===== config.mk =====
export PLATFORM = sky130hd
export DESIGN_NAME = axi_sp_ram_ctrl
export DESIGN_NICKNAME = d
export VERILOG_FILES = /design/src/rtl/axi_sp_ram_ctrl.sv
export SDC_FILE = /design/constraint.sdc
export NUM_CORES = 1
export LEC_CHECK = 0
export ABC_AREA = 1
export BUFFER_PORTS_ARGS = -buffer_cell sky130_fd_sc_hd__buf_2
export CORE_AREA = 5 5 153 155
export DETAILED_ROUTE_END_ITERATION = 7
export DIE_AREA = 0 0 158 160
export GPL_TIMING_DRIVEN = 0
export RECOVER_POWER = 50
export SLEW_MARGIN = 5
export SYNTH_ARGS = -nofsm -noshare
export SYNTH_HDL_FRONTEND = slang
export SYNTH_SLANG_ARGS = --single-unit

===== constraint.sdc =====
create_clock -name clk -period 2.11 [get_ports clk]
set_clock_uncertainty 0.1 [all_clocks]
set_input_delay 0 -clock clk [delete_from_list [all_inputs] [get_ports clk]]
set_output_delay 0 -clock clk [all_outputs]
set_load 0.01 [all_outputs]

===== src/rtl/axi_sp_ram_ctrl.sv =====
// rtl/axi_sp_ram_ctrl.sv - AXI4 slave bridging read/write bursts onto one single-port SRAM
module axi_sp_ram_ctrl #(
  parameter int          ID_WIDTH = 4,
  parameter logic [31:0] MEM_SIZE = 32'h10000
) (
  input  logic                               clk,
  input  logic                               rst_n,
  input  logic [ID_WIDTH-1:0]                i_awid,
  input  logic [31:0]                        i_awaddr,
  input  logic [7:0]                         i_awlen,
  input  logic [1:0]                         i_awburst,
  input  logic                               i_awvalid,
  output logic                               o_awready,
  input  logic [63:0]                        i_wdata,
  input  logic [7:0]                         i_wstrb,
  input  logic                               i_wlast,
  input  logic                               i_wvalid,
  output logic                               o_wready,
  output logic [ID_WIDTH-1:0]                o_bid,
  output logic [1:0]                         o_bresp,
  output logic                               o_bvalid,
  input  logic                               i_bready,
  input  logic [ID_WIDTH-1:0]                i_arid,
  input  logic [31:0]                        i_araddr,
  input  logic [7:0]                         i_arlen,
  input  logic [1:0]                         i_arburst,
  input  logic                               i_arvalid,
  output logic                               o_arready,
  output logic [ID_WIDTH-1:0]                o_rid,
  output logic [63:0]                        o_rdata,
  output logic [1:0]                         o_rresp,
  output logic                               o_rlast,
  output logic                               o_rvalid,
  input  logic                               i_rready,
  output logic [$clog2(MEM_SIZE)-4:0]        o_mem_addr,
  output logic [7:0]                         o_mem_we,
  output logic [63:0]                        o_mem_wdata,
  output logic                               o_mem_en,
  input  logic [63:0]                        i_mem_rdata
);
  localparam int AW = $clog2(MEM_SIZE) - 3;

  typedef enum logic [2:0] {IDLE, WR, WRESP, RD_ADDR, RD_DATA} state_t;

  state_t                state_q, state_d;
  logic                  prio_q, prio_d;      // 0: write wins a tie, 1: read wins
  logic [ID_WIDTH-1:0]   id_q, id_d;
  logic [AW-1:0]         addr_q, addr_d;
  logic [7:0]            len_q, len_d;
  logic [1:0]            burst_q, burst_d;
  logic [7:0]            beat_q, beat_d;
  logic [63:0]           rdata_q, rdata_d;
  logic                  rvalid_q, rvalid_d;
  logic [AW-1:0]         next_addr;
  logic                  idle, aw_ok, ar_ok;
  logic                  unused_bits;

  assign unused_bits = ^{i_awaddr[31:AW+3], i_awaddr[2:0], i_araddr[31:AW+3], i_araddr[2:0], i_wlast};

  assign next_addr = (burst_q == 2'b00) ? addr_q : addr_q + 1'b1;
  assign o_bid     = id_q;
  assign o_rid     = id_q;
  assign o_bresp   = 2'b00;
  assign o_rresp   = 2'b00;
  assign o_rdata   = rdata_q;
  assign o_rvalid  = rvalid_q;
  assign o_rlast   = rvalid_q && (beat_q == len_q);

  // Ready is withheld from the losing side of a tie so only one handshake completes.
  assign idle      = (state_q == IDLE) && rst_n;
  assign aw_ok     = idle && !(i_arvalid && prio_q);
  assign ar_ok     = idle && !(i_awvalid && !prio_q);
  assign o_awready = aw_ok;
  assign o_arready = ar_ok;

  always_comb begin
    state_d     = state_q;
    prio_d      = prio_q;
    id_d        = id_q;
    addr_d      = addr_q;
    len_d       = len_q;
    burst_d     = burst_q;
    beat_d      = beat_q;
    rdata_d     = rdata_q;
    rvalid_d    = rvalid_q;
    o_wready    = 1'b0;
    o_bvalid    = 1'b0;
    o_mem_en    = 1'b0;
    o_mem_we    = 8'h00;
    o_mem_wdata = 64'h0;
    o_mem_addr  = '0;
    case (state_q)
      IDLE: begin
        if (i_awvalid && aw_ok) begin
          id_d    = i_awid;
          addr_d  = i_awaddr[AW+2:3];
          len_d   = i_awlen;
          burst_d = i_awburst;
          beat_d  = 8'd0;
          state_d = WR;
          if (i_arvalid) prio_d = 1'b1;
        end else if (i_arvalid && ar_ok) begin
          id_d     = i_arid;
          addr_d   = i_araddr[AW+2:3];
          len_d    = i_arlen;
          burst_d  = i_arburst;
          beat_d   = 8'd0;
          rvalid_d = 1'b0;
          state_d  = RD_ADDR;
          if (i_awvalid) prio_d = 1'b0;
        end
      end
      WR: begin
        o_wready = 1'b1;
        if (i_wvalid) begin
          o_mem_en    = 1'b1;
          o_mem_we    = i_wstrb;
          o_mem_wdata = i_wdata;
          o_mem_addr  = addr_q;
          addr_d      = next_addr;
          beat_d      = beat_q + 8'd1;
          if (beat_q == len_q) state_d = WRESP;
        end
      end
      WRESP: begin
        o_bvalid = 1'b1;
        if (i_bready) state_d = IDLE;
      end
      RD_ADDR: begin
        o_mem_en   = 1'b1;
        o_mem_addr = addr_q;
        state_d    = RD_DATA;
      end
      RD_DATA: begin
        // First cycle captures the SRAM word; rvalid follows on the next cycle.
        if (!rvalid_q) begin
          rdata_d  = i_mem_rdata;
          rvalid_d = 1'b1;
        end else if (i_rready) begin
          rvalid_d = 1'b0;
          if (beat_q == len_q) begin
            state_d = IDLE;
          end else begin
            beat_d  = beat_q + 8'd1;
            addr_d  = next_addr;
            state_d = RD_ADDR;
          end
        end
      end
      default: state_d = IDLE;
    endcase
  end

  always_ff @(posedge clk or negedge rst_n) begin
    if (!rst_n) begin
      state_q  <= IDLE;
      prio_q   <= 1'b0;
      id_q     <= '0;
      addr_q   <= '0;
      len_q    <= 8'd0;
      burst_q  <= 2'b00;
      beat_q   <= 8'd0;
      rdata_q  <= 64'h0;
      rvalid_q <= 1'b0;
    end else begin
      state_q  <= state_d;
      prio_q   <= prio_d;
      id_q     <= id_d;
      addr_q   <= addr_d;
      len_q    <= len_d;
      burst_q  <= burst_d;
      beat_q   <= beat_d;
      rdata_q  <= rdata_d;
      rvalid_q <= rvalid_d;
    end
  end
endmodule

==> results_dict.tcl <==
set metrics [dict create \
    setup_viol 0 \
    worst_ep_arrival_time_ns 2.13 \
    finalHoldViolCount 0 \
    overflow 0 \
    cp_data_required_time_ns 2.23 \
    first_pass_iters 4 \
    hold_end "addr_q[3]" \
    clock.fmax_ghz 0.496 \
    placed_cell_area_um2 8150 \
    hold_class "input port to register" \
    grt_pass1_vias 7044 \
    clock_path_buffers 2 \
    clkLatencyLatePin_ns 0.35 \
    coreArea_um2 21700 \
    drv_cap 0 \
    drc 0 \
    r2r_setup_slack_ns 0.1 \
    worstSetupStartpointType "register" \
    reg2reg_from "state_q[1]" \
    cts_num_sinks 104 \
    ys_seq_area_frac 0.437 \
    io_pins 404 \
    finalCritPeriodShare 0.955 \
    vdd.ir_drop.worst_uv 404 \
    syn2layout_area_growth_pct 60.2 \
    yosysTopAreaCell "dfrtp_1" \
    synth_top_area_frac 0.437 \
    grt_util_all_layers 0.190 \
    fill_cells 2174 \
    slew_viol_final 0 \
    gp_congestion 0.827 \
    grt_pass1_wl_mm 37.5 \
    drt-vias-per-instance 4.41 \
    crit_path_end_kind "register" \
    core.rowCount 54 \
    timing.rr.end "len_q[0]" \
    drtIter0Drc 241 \
    final.min_clock_period_ns 2.01 \
    total_leakage_power_nw 4.89 \
    port_buffers 359 \
    status "complete, no violations" \
    clk_transition_reported_paths_ns 0.08 \
    hold_depth 5 \
    cts_max_level 3 \
    hpwl_mm 19.1 \
    power_density_nw_per_um2 1200 \
    hold_ws_ns 0.0175 \
    worst-path-max-fanout 10 \
    crit_type "register to register" \
    wire_per_inst_um 16.5 \
    hold_start "i_awaddr[6]" \
    antenna_found_initial 1 \
    synth_warnings 0 \
    cts_buffers 9 \
    synthCells 740 \
    die_x_um 158 \
    die_h_um 160 \
    fin_area_um2 9550 \
    tightest_slew_ns 1.32 \
    initial_utilization 0.275 \
    drive_gt1_frac 0.365 \
    ys_types 38 \
    die_area_um2 25300 \
    slew_headroom 0.122 \
    ys_ff_latch 104 \
    r2r_cells 8 \
    avgSynthCellArea_um2 8.05 \
    vias 6689 \
    grt_max_degree 59 \
    rsz0062_at_grt "false" \
    synthTopCellsByArea "dfrtp_1 44%, nand2_1 13%, mux2_2 12%" \
    cts_tree "yes" \
    drtAntennaViolNets 0 \
    netlist_area_um2 5960 \
    cts_root_buf "clkbuf_16" \
    drt-total-wl_mm 25.1 \
    nets 1470 \
]
how the worst max path moves through the flow:
stage               slack (ns)       start               to
floorplan                 0.38  state_q[0]       addr_q[10]
global placement         -1.61       rst_n         len_q[3]
detailed placement        0.05  state_q[1]         len_q[0]
CTS                       0.02  state_q[1]  o_mem_wdata[26]
global route             0.006  state_q[0]    o_mem_addr[2]
finish                     0.1  state_q[1]         len_q[0]
per-stage QoR:
stage          TNS, ns  utilization  setup slack [ns]  power [mW]  instances
4_1_cts              0        0.445            0.0218        11.6       1516
6_report             0        0.440            0.0959        11.4       1517
3_5_place_dp         0        0.376            0.0526        9.73       1383
2_1_floorplan        0            -             0.378        7.31        743
3_3_place_gp    -99.31        0.374             -1.61        9.62       1382
5_1_grt              0        0.440           0.00603        12.3       1517
state kept, by name, indices dropped and copies added (netlist names):
register	flops
o_rdata	64
addr_q	13
beat_q	8
len_q	8
o_bid	4
state_q	3
burst_q	2
o_rvalid	1
prio_q	1
Yosys cell counts:
cell type and n:
a21oi_2 1, o31ai_1 1, nand3_4 1, dfrtp_1 104, o21ai_1 6, a31oi_1 1, inv_1 48, o21bai_1 13
mux2_2 64, clkbuf_1 20, nor2_2 1, or2_2 16, nand3_2 2, nand2_1 211, inv_2 3, inv_4 1
nor3_4 1, xor2_1 1, nand4_1 1, nor2_1 109, nor2_4 4, or2_0 3, ha_1 2, nand3_1 20
xnor2_1 3, buf_6 4, nor3b_2 1, nand3b_1 2, nand2_2 4, conb_1 1, a21oi_1 11, o21ai_2 7
nor3_1 4, buf_2 11, a21oi_4 1, clkinv_2 1, buf_4 11, o21ai_0 45
per-layer routing:
layer | up-vias | share of wire | wire length, µm | global-route usage
met5 | - | 0 | 0 | 0
met4 | 0 | 0.044 | 1110 | 0.0942
met3 | 53 | 0.090 | 2250 | 0.0498
met2 | 296 | 0.50 | 12500 | 0.348
met1 | 3028 | 0.37 | 9210 | 0.197
li1 | 3312 | - | - | -
cells in the final DEF, fill, tap and decap left out, types with 2 or more instances in the layout:
master | netlist | layout
buf_2 | 11 | 294
nand2_1 | 211 | 211
dlygate4sd3_1 | 0 | 115
nor2_1 | 109 | 107
dfrtp_1 | 104 | 102
clkbuf_1 | 20 | 86
mux2_2 | 64 | 64
inv_1 | 48 | 48
o21ai_0 | 45 | 45
nand3_1 | 20 | 20
or2_2 | 16 | 16
buf_4 | 11 | 15
o21bai_1 | 13 | 13
a21oi_1 | 11 | 11
clkbuf_16 | 0 | 9
clkbuf_2 | 0 | 7
o21ai_2 | 7 | 7
o21ai_1 | 6 | 6
nand2_2 | 4 | 4
nor3_1 | 4 | 4
nor2_4 | 4 | 4
buf_6 | 4 | 4
conb_1 | 1 | 4
inv_2 | 3 | 3
nor2_2 | 1 | 3
xnor2_1 | 3 | 3
or2_0 | 3 | 3
nand3_2 | 2 | 2
clkbuf_4 | 0 | 2
nand3b_1 | 2 | 2
ha_1 | 2 | 2
inv_8 | 0 | 2
inv_6 | 0 | 2
dfrtp_2 | 0 | 2
where the power goes:
part	total [mW]	internal, mW	switching (mW)
clock network	1.66	0.855	0.808
logic	6.18	2.52	3.66
registers	3.58	2.96	0.619
total	11.4	6.34	5.08
critical path, stage by stage (launching register included):
cell and delay, ns:
dfrtp_2 0.47, nor2_4 0.16, nand2_2 0.11, nor2_4 0.14, nand3_4 0.13, buf_4 0.21
or2_2 0.27, o21ai_0 0.15, o21ai_0 0.13
layout make-up:
cell class / instances / area (µm²) / area share
multi-input cells: 540 / 2920 / 0.306
repair buffers: 478 / 2910 / 0.304
flip-flops and latches: 104 / 2610 / 0.273
well taps: 280 / 350 / 0.0367
plain buffers: 46 / 275 / 0.0288
clock buffers: 10 / 239 / 0.0250
inverters: 53 / 203 / 0.0212
clock inverters: 5 / 48.8 / 0.00511
diodes: 1 / 2.50 / 0.000262
kinds of logic (layout without fill, tap and decap cells):
family,count (synthesis),in the layout,synth area share
xor+xnor,4,4,0.00588
other cells,1,5,0.000629
mux,64,64,0.121
buf+inv,99,592,0.0773
compound gates,86,86,0.0852
simple gates,380,380,0.269
flops,104,104,0.437
fa+ha+maj,2,2,0.00420
repair_timing:
action | CTS | global route
endpoints found under the setup margin | 80 | 88
setup buffers | 2 | 0
endpoints found under the hold margin | 199 | 0
pin swaps | 0 | 1
hold buffers | 116 | 0
gates resized for setup | 6 | 19
Power figures use the tool's default switching activity.
